===== src/rtl/hdmi_timing_gen.sv =====
// Raster timing generator and pixel pacer for the HDMI DDR PHY; registered outputs trail the counters by one cycle.
// Optional colour-bar test pattern (adds tpg_sel) when HDMI_TPG_EN is defined.
module hdmi_timing_gen #(
    parameter int   DW       = 12,
    parameter int   H_ACTIVE = 640,
    parameter int   H_FP     = 16,
    parameter int   H_SYNC   = 96,
    parameter int   H_BP     = 48,
    parameter int   V_ACTIVE = 480,
    parameter int   V_FP     = 10,
    parameter int   V_SYNC   = 2,
    parameter int   V_BP     = 33,
    parameter logic HS_POL   = 1'b0,
    parameter logic VS_POL   = 1'b0,
    parameter int   CW       = 12
) (
    input  logic            clk,
    input  logic            rst_n,
    input  logic [2*DW-1:0] in_data,
    input  logic            in_valid,
    output logic            in_ready,
    output logic [2*DW-1:0] out_data,
    output logic            out_hsync,
    output logic            out_vsync,
    output logic            out_de,
    output logic            frame_start,
    output logic            underflow,
`ifdef HDMI_TPG_EN
    input  logic            tpg_sel,
`endif
    input  logic            underflow_clr
);

    localparam int H_TOTAL = H_ACTIVE + H_FP + H_SYNC + H_BP;
    localparam int V_TOTAL = V_ACTIVE + V_FP + V_SYNC + V_BP;

    localparam logic [CW-1:0] CNT_ONE    = CW'(1);
    localparam logic [CW-1:0] H_LAST     = CW'(H_TOTAL - 1);
    localparam logic [CW-1:0] H_ACT_END  = CW'(H_ACTIVE);
    localparam logic [CW-1:0] H_SYNC_BEG = CW'(H_ACTIVE + H_FP);
    localparam logic [CW-1:0] H_SYNC_END = CW'(H_ACTIVE + H_FP + H_SYNC);
    localparam logic [CW-1:0] V_LAST     = CW'(V_TOTAL - 1);
    localparam logic [CW-1:0] V_ACT_END  = CW'(V_ACTIVE);
    localparam logic [CW-1:0] V_SYNC_BEG = CW'(V_ACTIVE + V_FP);
    localparam logic [CW-1:0] V_SYNC_END = CW'(V_ACTIVE + V_FP + V_SYNC);

    logic [CW-1:0]   hcnt_q, hcnt_d;
    logic [CW-1:0]   vcnt_q, vcnt_d;
    logic [2*DW-1:0] out_data_q, out_data_d;
    logic            out_de_q, out_de_d;
    logic            out_hsync_q, out_hsync_d;
    logic            out_vsync_q, out_vsync_d;
    logic            frame_start_q, frame_start_d;
    logic            underflow_q, underflow_d;

    logic            h_act, v_act, act, hs, vs;
    logic            tpg_on, uf_set;
    logic [2*DW-1:0] pix_word;

`ifdef HDMI_TPG_EN
    localparam int BAR_W = (H_ACTIVE / 8 > 0) ? H_ACTIVE / 8 : 1;
    localparam int CD    = DW / 3;

    logic [2:0]    bar_rgb;
    logic [DW-1:0] bar_half;

    assign tpg_on = tpg_sel;

    // Bar 0 is white, bar 7 black: each colour channel is the inverted bar-index bit.
    always_comb begin
        bar_rgb  = ~3'(hcnt_q / CW'(BAR_W));
        bar_half = '0;
        for (int i = 0; i < CD; i++) begin
            bar_half[2*CD + i] = bar_rgb[2];
            bar_half[CD + i]   = bar_rgb[1];
            bar_half[i]        = bar_rgb[0];
        end
    end

    assign pix_word = tpg_on ? {bar_half, bar_half} : in_data;
`else
    assign tpg_on   = 1'b0;
    assign pix_word = in_data;
`endif

    // Handshake: a word moves when in_valid & in_ready at a rising clk edge.
    // in_ready depends only on the raster counters, reset and tpg_sel, never on in_valid.
    assign in_ready = act & rst_n & ~tpg_on;

    always_comb begin
        h_act  = (hcnt_q < H_ACT_END);
        v_act  = (vcnt_q < V_ACT_END);
        act    = h_act & v_act;
        hs     = (hcnt_q >= H_SYNC_BEG) && (hcnt_q < H_SYNC_END);
        vs     = (vcnt_q >= V_SYNC_BEG) && (vcnt_q < V_SYNC_END);
        uf_set = act & ~in_valid & ~tpg_on;

        hcnt_d = hcnt_q + CNT_ONE;
        vcnt_d = vcnt_q;
        if (hcnt_q == H_LAST) begin
            hcnt_d = '0;
            vcnt_d = (vcnt_q == V_LAST) ? '0 : vcnt_q + CNT_ONE;
        end

        out_de_d      = act;
        out_hsync_d   = hs ? HS_POL : ~HS_POL;
        out_vsync_d   = vs ? VS_POL : ~VS_POL;
        out_data_d    = (act & (in_valid | tpg_on)) ? pix_word : '0;
        frame_start_d = act & (hcnt_q == '0) & (vcnt_q == '0);
        // A new starvation event outranks a clear in the same cycle.
        underflow_d   = uf_set | (underflow_q & ~underflow_clr);
    end

    always_ff @(posedge clk) begin
        if (!rst_n) begin
            hcnt_q        <= '0;
            vcnt_q        <= '0;
            out_data_q    <= '0;
            out_de_q      <= 1'b0;
            out_hsync_q   <= ~HS_POL;
            out_vsync_q   <= ~VS_POL;
            frame_start_q <= 1'b0;
            underflow_q   <= 1'b0;
        end else begin
            hcnt_q        <= hcnt_d;
            vcnt_q        <= vcnt_d;
            out_data_q    <= out_data_d;
            out_de_q      <= out_de_d;
            out_hsync_q   <= out_hsync_d;
            out_vsync_q   <= out_vsync_d;
            frame_start_q <= frame_start_d;
            underflow_q   <= underflow_d;
        end
    end

    assign out_data    = out_data_q;
    assign out_de      = out_de_q;
    assign out_hsync   = out_hsync_q;
    assign out_vsync   = out_vsync_q;
    assign frame_start = frame_start_q;
    assign underflow   = underflow_q;

endmodule


===== config.mk =====
export PLATFORM = sky130hd
export DESIGN_NAME = hdmi_timing_gen
export DESIGN_NICKNAME = d
export VERILOG_FILES = /design/src/rtl/hdmi_timing_gen.sv
export SDC_FILE = /design/constraint.sdc
export NUM_CORES = 1
export LEC_CHECK = 0
export CORE_UTILIZATION = 43
export CTS_CLUSTER_DIAMETER = 50
export DETAILED_ROUTE_END_ITERATION = 10
export PLACE_DENSITY = 0.8
export SYNTH_ARGS = -nofsm -noshare
export SYNTH_HDL_FRONTEND = slang
export SYNTH_SLANG_ARGS = --single-unit

===== constraint.sdc =====
create_clock -name clk -period 1.6 [get_ports clk]
set_clock_uncertainty 0.05 [all_clocks]
set_input_delay 0.48 -clock clk [delete_from_list [all_inputs] [get_ports clk]]
set_output_delay 0.48 -clock clk [all_outputs]
set_load 0.005 [all_outputs]

==> summary.md, run 1 <==
| Metric | Value |
|---|---|
| Status | `finished with violations` |
| Failing checks | `negative setup slack` |
| CP required | `1.07 ns` |
| Slowest cell on crit path | `dfxtp_2` |
| Fin crit share | `109%` |
| Top-count cell post-synth | `dfxtp_1` |
| Area growth from synthesis to layout | `62.5%` |
| Grt total ovfl | `0` |
| Area post-placement | `3170 sq um` |
| Final setup margin | `-0.151 ns` |
| Core area | `4820 sq um` |
| Arr. time, crit path | `1.22 ns` |
| Final Util | `73.7%` |
| Nets | `367` |
| Inserted Clock Buffers | `5` |
| ANT cells | `0` |
| Number of remaining DRC errors | `0` |
| Synth top area cells | `dfxtp_1 49%, and3_1 7.4%, xor2_1 3.2%` |
| Tmin final | `1.75 ns` |
| Syn_nets | `255` |
| Fmax | `571 MHz` |
| Cell Pwr Density | `680 nW/um^2` |
| Layout cells sized above 1 | `36.3%` |
| Clk Tree Root Cell | `clkbuf_8` |
| Die area | `5370 sq um` |
| Asr flop ratio synth | `0%` |
| Port Buf Inserts | `57` |
| Worst slew pin tran | `0.461 ns` |
| Max incr delay on CP | `0.33 ns` |
| Initial Util | `45.4%` |
| Detailed Route Iter0 Violations | `106` |
| Non-filler cells, final | `403` |
| Distinct cells, synth | `47` |
| CTS tree | `done` |
| Routed wire per std cell | `15.7 microns` |
| Slew Viols, Final | `0` |
| CP cell instances | `and3_4, nand2_2, nand4_1, inv_2, buf_6` |
| Maximum vdd ir drop | `0.423 mV` |
| Worst skew pair latency | `0.32 ns` |
| Final Hold Vio Count | `0` |
| CTS H-Tree Depth | `2` |
| Initial antenna violation count | `0` |
| Setup crit start kind | `register` |
| Antenna Violating Nets Remaining | `0` |
| CP Capture Type | `primary output` |
| Final WL | `6340 microns` |
| Total chip power | `2420 uW` |
| Crit Path Max Fanout | `2` |
| Final GP Congestion | `0.894` |
| Hold-fix buffers, CTS | `0` |
| Num ports | `58` |
| Vias post-DR | `2179` |
| Pre-CTS setup slack | `-0.917 ns` |
| Die height | `73.3 microns` |
| Clk buf depth | `2` |
| Final Setup Violations | `6` |
| #FFs+latches synth | `53` |
| Synthesized area | `2190 sq um` |
| Fillers | `355` |
| Tot GR Track Use | `22.8%` |
| Hpwl dp | `4150 microns` |
| RSZ-0062 raised after global routing | `true` |
| Worst setup path class | `reg2out` |
| Min-Delay Path Class | `reg2reg` |
| Die X-Extent | `73.3 microns` |
| P_leak | `0.00154 uW` |
| Internal reg-to-reg setup slack | `-0.11 ns` |
| WP buf/inv | `2` |
| EDFF count, synth | `0` |
| Avg Cell Area, Syn | `9.80 sq um` |
| Syn Inst Count | `223` |
| Clock Pin Slew Worst Setup and Hold Paths | `0.10 ns` |
| Top FF cell, synth | `dfxtp_1` |
| Slew margin rel. | `69.1%` |
| Post-placement cell count | `382` |
| Max cap viols | `0` |
| Post-synth top area share | `48.5%` |
| Largest net degree at the start of global routing | `26` |
| Final instance area | `3550 sq um` |
| Family with the most delay on the worst path | `simple AND/OR/NAND/NOR gates` |
| Seq/Total Area, Yosys | `48.5%` |
| First-pass GRT wire length | `9290 microns` |
| Post-DR vias/cell | `5.41` |
| Synth Warn # | `0` |
| CTS Sinks | `53` |
| Vias in the first global route | `2025` |
| Synth area leader | `dfxtp_1` |
| First drt pass iteration count | `4` |
| Synth top cells by count | `53 x dfxtp_1, 26 x and3_1, 13 x nand2_1, 12 x nand3_1` |
| Num rows | `25` |
[cell type report]
class / instances / area, sq um / area share [%]
inverter: 10 / 37.5 / 1.06
clock buffer: 5 / 68.8 / 1.94
multi-input combinational: 147 / 1220 / 34.3
timing repair buffer: 118 / 1030 / 29.1
clock inverter: 3 / 25.0 / 0.705
sequential: 53 / 1080 / 30.5
tap: 67 / 83.8 / 2.36
[logic make-up (layout without fill, tap and decap cells)]
group                    count (synthesis)  in the layout  share of synthesized area [%]
XOR/XNOR                                10             10                           4.01
AO/OA/AOI/OAI                           29             29                           10.7
buffers and inverters                   23            136                           4.69
AND/OR/NAND/NOR                        103            103                           29.3
flip-flops                              53             53                           48.5
adder cells (fa/ha/maj)                  4              4                           2.29
multiplexers                             1              1                          0.515
[worst reg2reg max path, stage by stage (launching register included)]
cell and delay [ns]:
dfxtp_2 0.34, buf_6 0.12, or3_4 0.36, o41a_1 0.43, a41oi_2 0.21, o21ai_2 0.08
[per-stage QoR]
step,setup TNS [ns],hold slack (ns)
floorplan,0,0.366
global placement,-10.61,0.413
detailed placement,-11.98,0.422
CTS,-0.198,0.434
global route,-0.791,0.467
finish,-0.307,0.432
[where the power goes]
group	total [uW]	leakage, uW	internal (uW)	switching, uW
combinational	244	0.00105	151	92.8
sequential	1380	0.000439	1360	24.9
clock	789	0.0000447	317	473
[routing by layer]
layer  wire (microns)  share of wire, %  global-route usage (%)
met5                0                 0                       0
met1             2620                41                    27.3
met4              144               2.3                    8.55
met2             3160                50                    40.1
met3              414               6.5                    4.80
[repair_timing]
| item | 4_1_cts | 5_1_grt |
|---|---|---|
| buffers inserted | 8 | 5 |
| pin swaps | 14 | 15 |
| setup endpoints to repair | 61 | 23 |
| gates resized for setup | 63 | 27 |
[flip-flops by register name (all words and copies together) (netlist names)]
register / count
vcnt_q: 12
frame_start: 1
underflow: 1
hcnt_q: 12
out_hsync: 1
out_vsync: 1
out_data: 24
out_de: 1
[cells in the final DEF (no fill, tap or decap), types with 2 or more instances in the layout]
master | netlist | routed
o21ai_0 | 4 | 2
nand4_1 | 11 | 11
nand3_2 | 1 | 4
nor2_1 | 11 | 11
nor4b_4 | 0 | 2
nor4_4 | 1 | 2
o21ai_1 | 2 | 3
a21oi_1 | 5 | 3
nand3_1 | 12 | 8
nand2_2 | 0 | 3
dfxtp_2 | 0 | 11
ha_4 | 0 | 2
dfxtp_4 | 0 | 2
and2_1 | 2 | 2
a21oi_2 | 0 | 2
clkdlybuf4s50_1 | 0 | 26
nor3_1 | 6 | 4
inv_1 | 8 | 6
nor3_4 | 1 | 2
and3_1 | 26 | 25
inv_2 | 2 | 4
dlygate4sd2_1 | 0 | 29
xnor2_1 | 2 | 2
nand2_1 | 13 | 10
xor2_1 | 8 | 8
buf_6 | 1 | 10
o31ai_2 | 2 | 2
a31o_1 | 2 | 2
buf_4 | 0 | 51
o41ai_2 | 2 | 2
clkbuf_8 | 0 | 5
and4_1 | 6 | 6
dfxtp_1 | 53 | 40
[worst paths after layout]
check                          from                endpoint  depth (start not counted)
min            underflow$_SDFF_PN0_    underflow$_SDFF_PN0_                          2
min reg2reg    underflow$_SDFF_PN0_    underflow$_SDFF_PN0_                          2
max          vcnt_q[6]$_SDFFE_PN0N_                in_ready                          5
max reg2reg    hcnt_q[7]$_SDFF_PP0_  vcnt_q[9]$_SDFFE_PN0N_                          5
Note: power is estimated with default switching activity, not from simulation.
==> inputs of run 2 (changes only) <==
- RECOVER_POWER: unset -> 25
==> results of run 2 <==
Same layout as run 1: the final DEF is identical, and so are final timing and power.
==> inputs of run 3 (changes only) <==
--- a/config.mk
+++ b/config.mk
@@ -9,4 +9,5 @@
 export CTS_CLUSTER_DIAMETER = 50
 export DETAILED_ROUTE_END_ITERATION = 10
+export HOLD_SLACK_MARGIN = 0.08
 export PLACE_DENSITY = 0.8
 export RECOVER_POWER = 25
==> constraint.sdc (replaced) <==
create_clock -name clk -period 1.6 [get_ports clk]
set_clock_uncertainty 0.05 [all_clocks]
set_input_delay 0.48 -clock clk [delete_from_list [all_inputs] [get_ports clk]]
set_output_delay 0.48 -clock clk [all_outputs]
set_load 0.02 [all_outputs]
==> run 3 against run 2 <==
The run still ends with negative setup slack left. Sequential share of layout area is 1.3 points higher. Via count is 2.9% lower. Final area is 5.2% lower. Highest routed layer unchanged. Largest power group unchanged. Register-to-register slack better by 0.02 ns. Cell count is 2.0% lower. Fmax is 0.86% lower. Sequential power hardly changed. Flip-flop and latch count stayed put.
==> summary.md, run 3 (synthesized netlist as in run 1, its figures left out) <==
| Metric | Value |
|---|---|
| CP Capture Point | `in_ready` |
| Num ports | `58 (unchanged)` |
| Arr. time, crit path | `1.24 ns (+0.02 ns)` |
| Worst setup path class | `reg2out` |
| Fmax | `566 MHz (-0.86%)` |
| Worst r2r dst | `vcnt_q[9]$_SDFFE_PN0N_` |
| Final instance area | `3370 sq um (-5.2%)` |
| Maximum vdd ir drop | `0.403 mV (-4.7%)` |
| Post-DR vias/cell | `5.36 (-0.92%)` |
| Worst reg-to-reg path cell count | `6 (+1)` |
| Area growth from synthesis to layout | `54.0%` |
| Initial antenna violation count | `0 (unchanged)` |
| Failing checks | `negative setup slack` |
| Tmin final | `1.77 ns (+0.0153 ns)` |
| Family with the most delay on the worst path | `simple AND/OR/NAND/NOR gates` |
| Status | `finished with violations` |
| Hpwl dp | `4100 microns (-1.2%)` |
| Post-placement cell count | `383 (+0.26%)` |
| CP Capture Type | `primary output` |
| Cell Pwr Density | `724 nW/um^2 (+6.4%)` |
| Pre-CTS setup slack | `-1.02 ns (-0.108 ns)` |
| First drt pass iteration count | `4 (unchanged)` |
| Max incr delay on CP | `0.32 ns (about the same)` |
| Tot GR Track Use | `22.0% (-0.86 points)` |
| Num rows | `25 (unchanged)` |
| Core area | `4820 sq um (unchanged)` |
| GRT busiest layer | `met2` |
| Slew margin rel. | `72.8% (+3.7 points)` |
| Initial Util | `45.4% (unchanged)` |
| Inserted Clock Buffers | `5 (unchanged)` |
| Min-Delay Path Class | `reg2reg` |
| P_leak | `0.00147 uW (-4.5%)` |
| CTS tree | `done` |
| Antenna Violating Nets Remaining | `0 (unchanged)` |
| CP required | `1.07 ns (about the same)` |
| Max reg flops | `24 (unchanged)` |
| Final Setup Violations | `12 (+6)` |
| Total chip power | `2440 uW (+0.88%)` |
| Detailed Route Iter0 Violations | `61 (-42%)` |
| Area post-placement | `3180 sq um (+0.24%)` |
| CP cell instances | `and3_4, nand2_2, nand4_1, inv_2, buf_6` |
| Met3 Usage GRT | `4.66% (-0.14 points)` |
| Largest net degree at the start of global routing | `26 (unchanged)` |
| Routed wire per std cell | `14.5 microns (-7.9%)` |
| Grt total ovfl | `0 (unchanged)` |
| CTS Sinks | `53 (unchanged)` |
| Final Hold Vio Count | `0 (unchanged)` |
| Commonest non-fill, non-tap cell in the layout | `buf_4` |
| First-pass GRT wire length | `9050 microns (-2.6%)` |
| CTS H-Tree Depth | `2 (unchanged)` |
| CP Launch Point | `vcnt_q[8]$_SDFFE_PN0N_` |
| Crit Reg-Reg Startpoint | `hcnt_q[7]$_SDFF_PP0_` |
| Die height | `73.3 microns (unchanged)` |
| Slew Viols, Final | `0 (unchanged)` |
| Final setup margin | `-0.166 ns (-0.0153 ns)` |
| Vias in the first global route | `1942 (-4.1%)` |
| Die X-Extent | `73.3 microns (unchanged)` |
| Nets | `359 (-2.2%)` |
| Layout cells sized above 1 | `29.6% (-6.7 points)` |
| Slowest cell on crit path | `dfxtp_1` |
| Grt met2 use | `38.8% (-1.3 points)` |
| Commonest cells after routing, fill and taps aside | `48 x buf_4, 46 x dfxtp_1, 29 x dlygate4sd2_1` |
| RSZ-0062 raised after global routing | `true` |
| Die area | `5370 sq um (unchanged)` |
| ANT cells | `0 (unchanged)` |
| Clk Tree Root Cell | `clkbuf_8` |
| Max cap viols | `0 (unchanged)` |
| Fin crit share | `110% (+0.95 points)` |
| Number of remaining DRC errors | `0 (unchanged)` |
| Final GP Congestion | `0.950 (+6.3%)` |
| Port Buf Inserts | `57 (unchanged)` |
| Setup crit start kind | `register` |
| Final WL | `5720 microns (-9.8%)` |
| Crit Path Max Fanout | `2 (unchanged)` |
| Clock Pin Slew Worst Setup and Hold Paths | `0.10 ns (about the same)` |
| Worst slew pin tran | `0.404 ns (-0.0574 ns)` |
| Non-filler cells, final | `395 (-2.0%)` |
| Internal reg-to-reg setup slack | `-0.09 ns (+0.02 ns)` |
| Vias post-DR | `2116 (-2.9%)` |
| Clk buf depth | `2 (unchanged)` |
| Stages on worst setup path | `5 (unchanged)` |
| Hold-fix buffers, CTS | `0 (unchanged)` |
| Met1 Usage GRT | `26.5% (-0.85 points)` |
| Worst skew pair latency | `0.31 ns (about the same)` |
| WP buf/inv | `2 (unchanged)` |
==> run 3: cell types whose count changed in the layout (fill, tap and decap cells not counted), moves of 2 or more <==
cell      change
buf_6         -6
nand3_1       +3
dfxtp_2       -4
ha_1          +2
clkbuf_1      +2
nand3_2       -3
buf_4         -3
ha_4          -2
dfxtp_1       +6
dfxtp_4       -2
==> run 3: power by group <==
part	leakage, uW	internal [uW]	total [uW]	switching [uW]
Sequential	0.000436	1360	1380	15.3
Combinational	0.000988	145	281	136
Clock	0.0000447	317	780	463
Total	0.00147	1820	2440	615
==> run 3: worst min path at each step <==
stage	startpoint	end	cells past startpoint
2_1_floorplan	hcnt_q[0]$_SDFF_PP0_	hcnt_q[0]$_SDFF_PP0_	1
3_3_place_gp	underflow$_SDFF_PN0_	underflow$_SDFF_PN0_	2
3_5_place_dp	vcnt_q[0]$_SDFFE_PN0N_	vcnt_q[0]$_SDFFE_PN0N_	2
4_1_cts	underflow$_SDFF_PN0_	underflow$_SDFF_PN0_	2
5_1_grt	vcnt_q[0]$_SDFFE_PN0N_	vcnt_q[0]$_SDFFE_PN0N_	2
6_report	underflow$_SDFF_PN0_	underflow$_SDFF_PN0_	2
==> run 3: layout make-up <==
| type | count | area (sq um) |
|---|---|---|
| Tap cell | 67 | 83.8 |
| Inverter | 10 | 37.5 |
| Sequential cell | 53 | 1070 |
| Multi-Input combinational cell | 147 | 1150 |
| Clock buffer | 5 | 68.8 |
| Clock inverter | 3 | 25.0 |
| Fill cell | 383 | 1450 |
| Timing Repair Buffer | 110 | 932 |
==> run 3: repair_timing <==
action,CTS,global route
pin swaps,15,4
setup buffers,4,0
endpoints found under the setup margin,71,15
gates resized for setup,51,14
==> run 3: stage by stage <==
| step | util, % | hold slack (ns) | setup TNS [ns] |
|---|---|---|---|
| after floorplan | - | 0.366 | -0.0137 |
| after global placement | 66.0 | 0.413 | -10.99 |
| after detailed placement | 66.0 | 0.436 | -12.46 |
| after CTS | 69.1 | 0.449 | -0.606 |
| after global routing | 69.9 | 0.470 | -1.94 |
| final | 69.9 | 0.441 | -0.713 |
==> run 3: worst register-to-register path, stage by stage, from the launching register on <==
cell and delay (ns):
dfxtp_2 0.33, buf_4 0.16, or3_4 0.40, nor3_4 0.26, buf_6 0.16, a41oi_2 0.12, o21ai_1 0.14
==> run 3: per-layer routing <==
metal / share of wire, % / up-vias
li1: - / 1029
met1: 43 / 987
met2: 49 / 88
met3: 7.2 / 12
met4: 1.6 / 0
met5: 0 / -
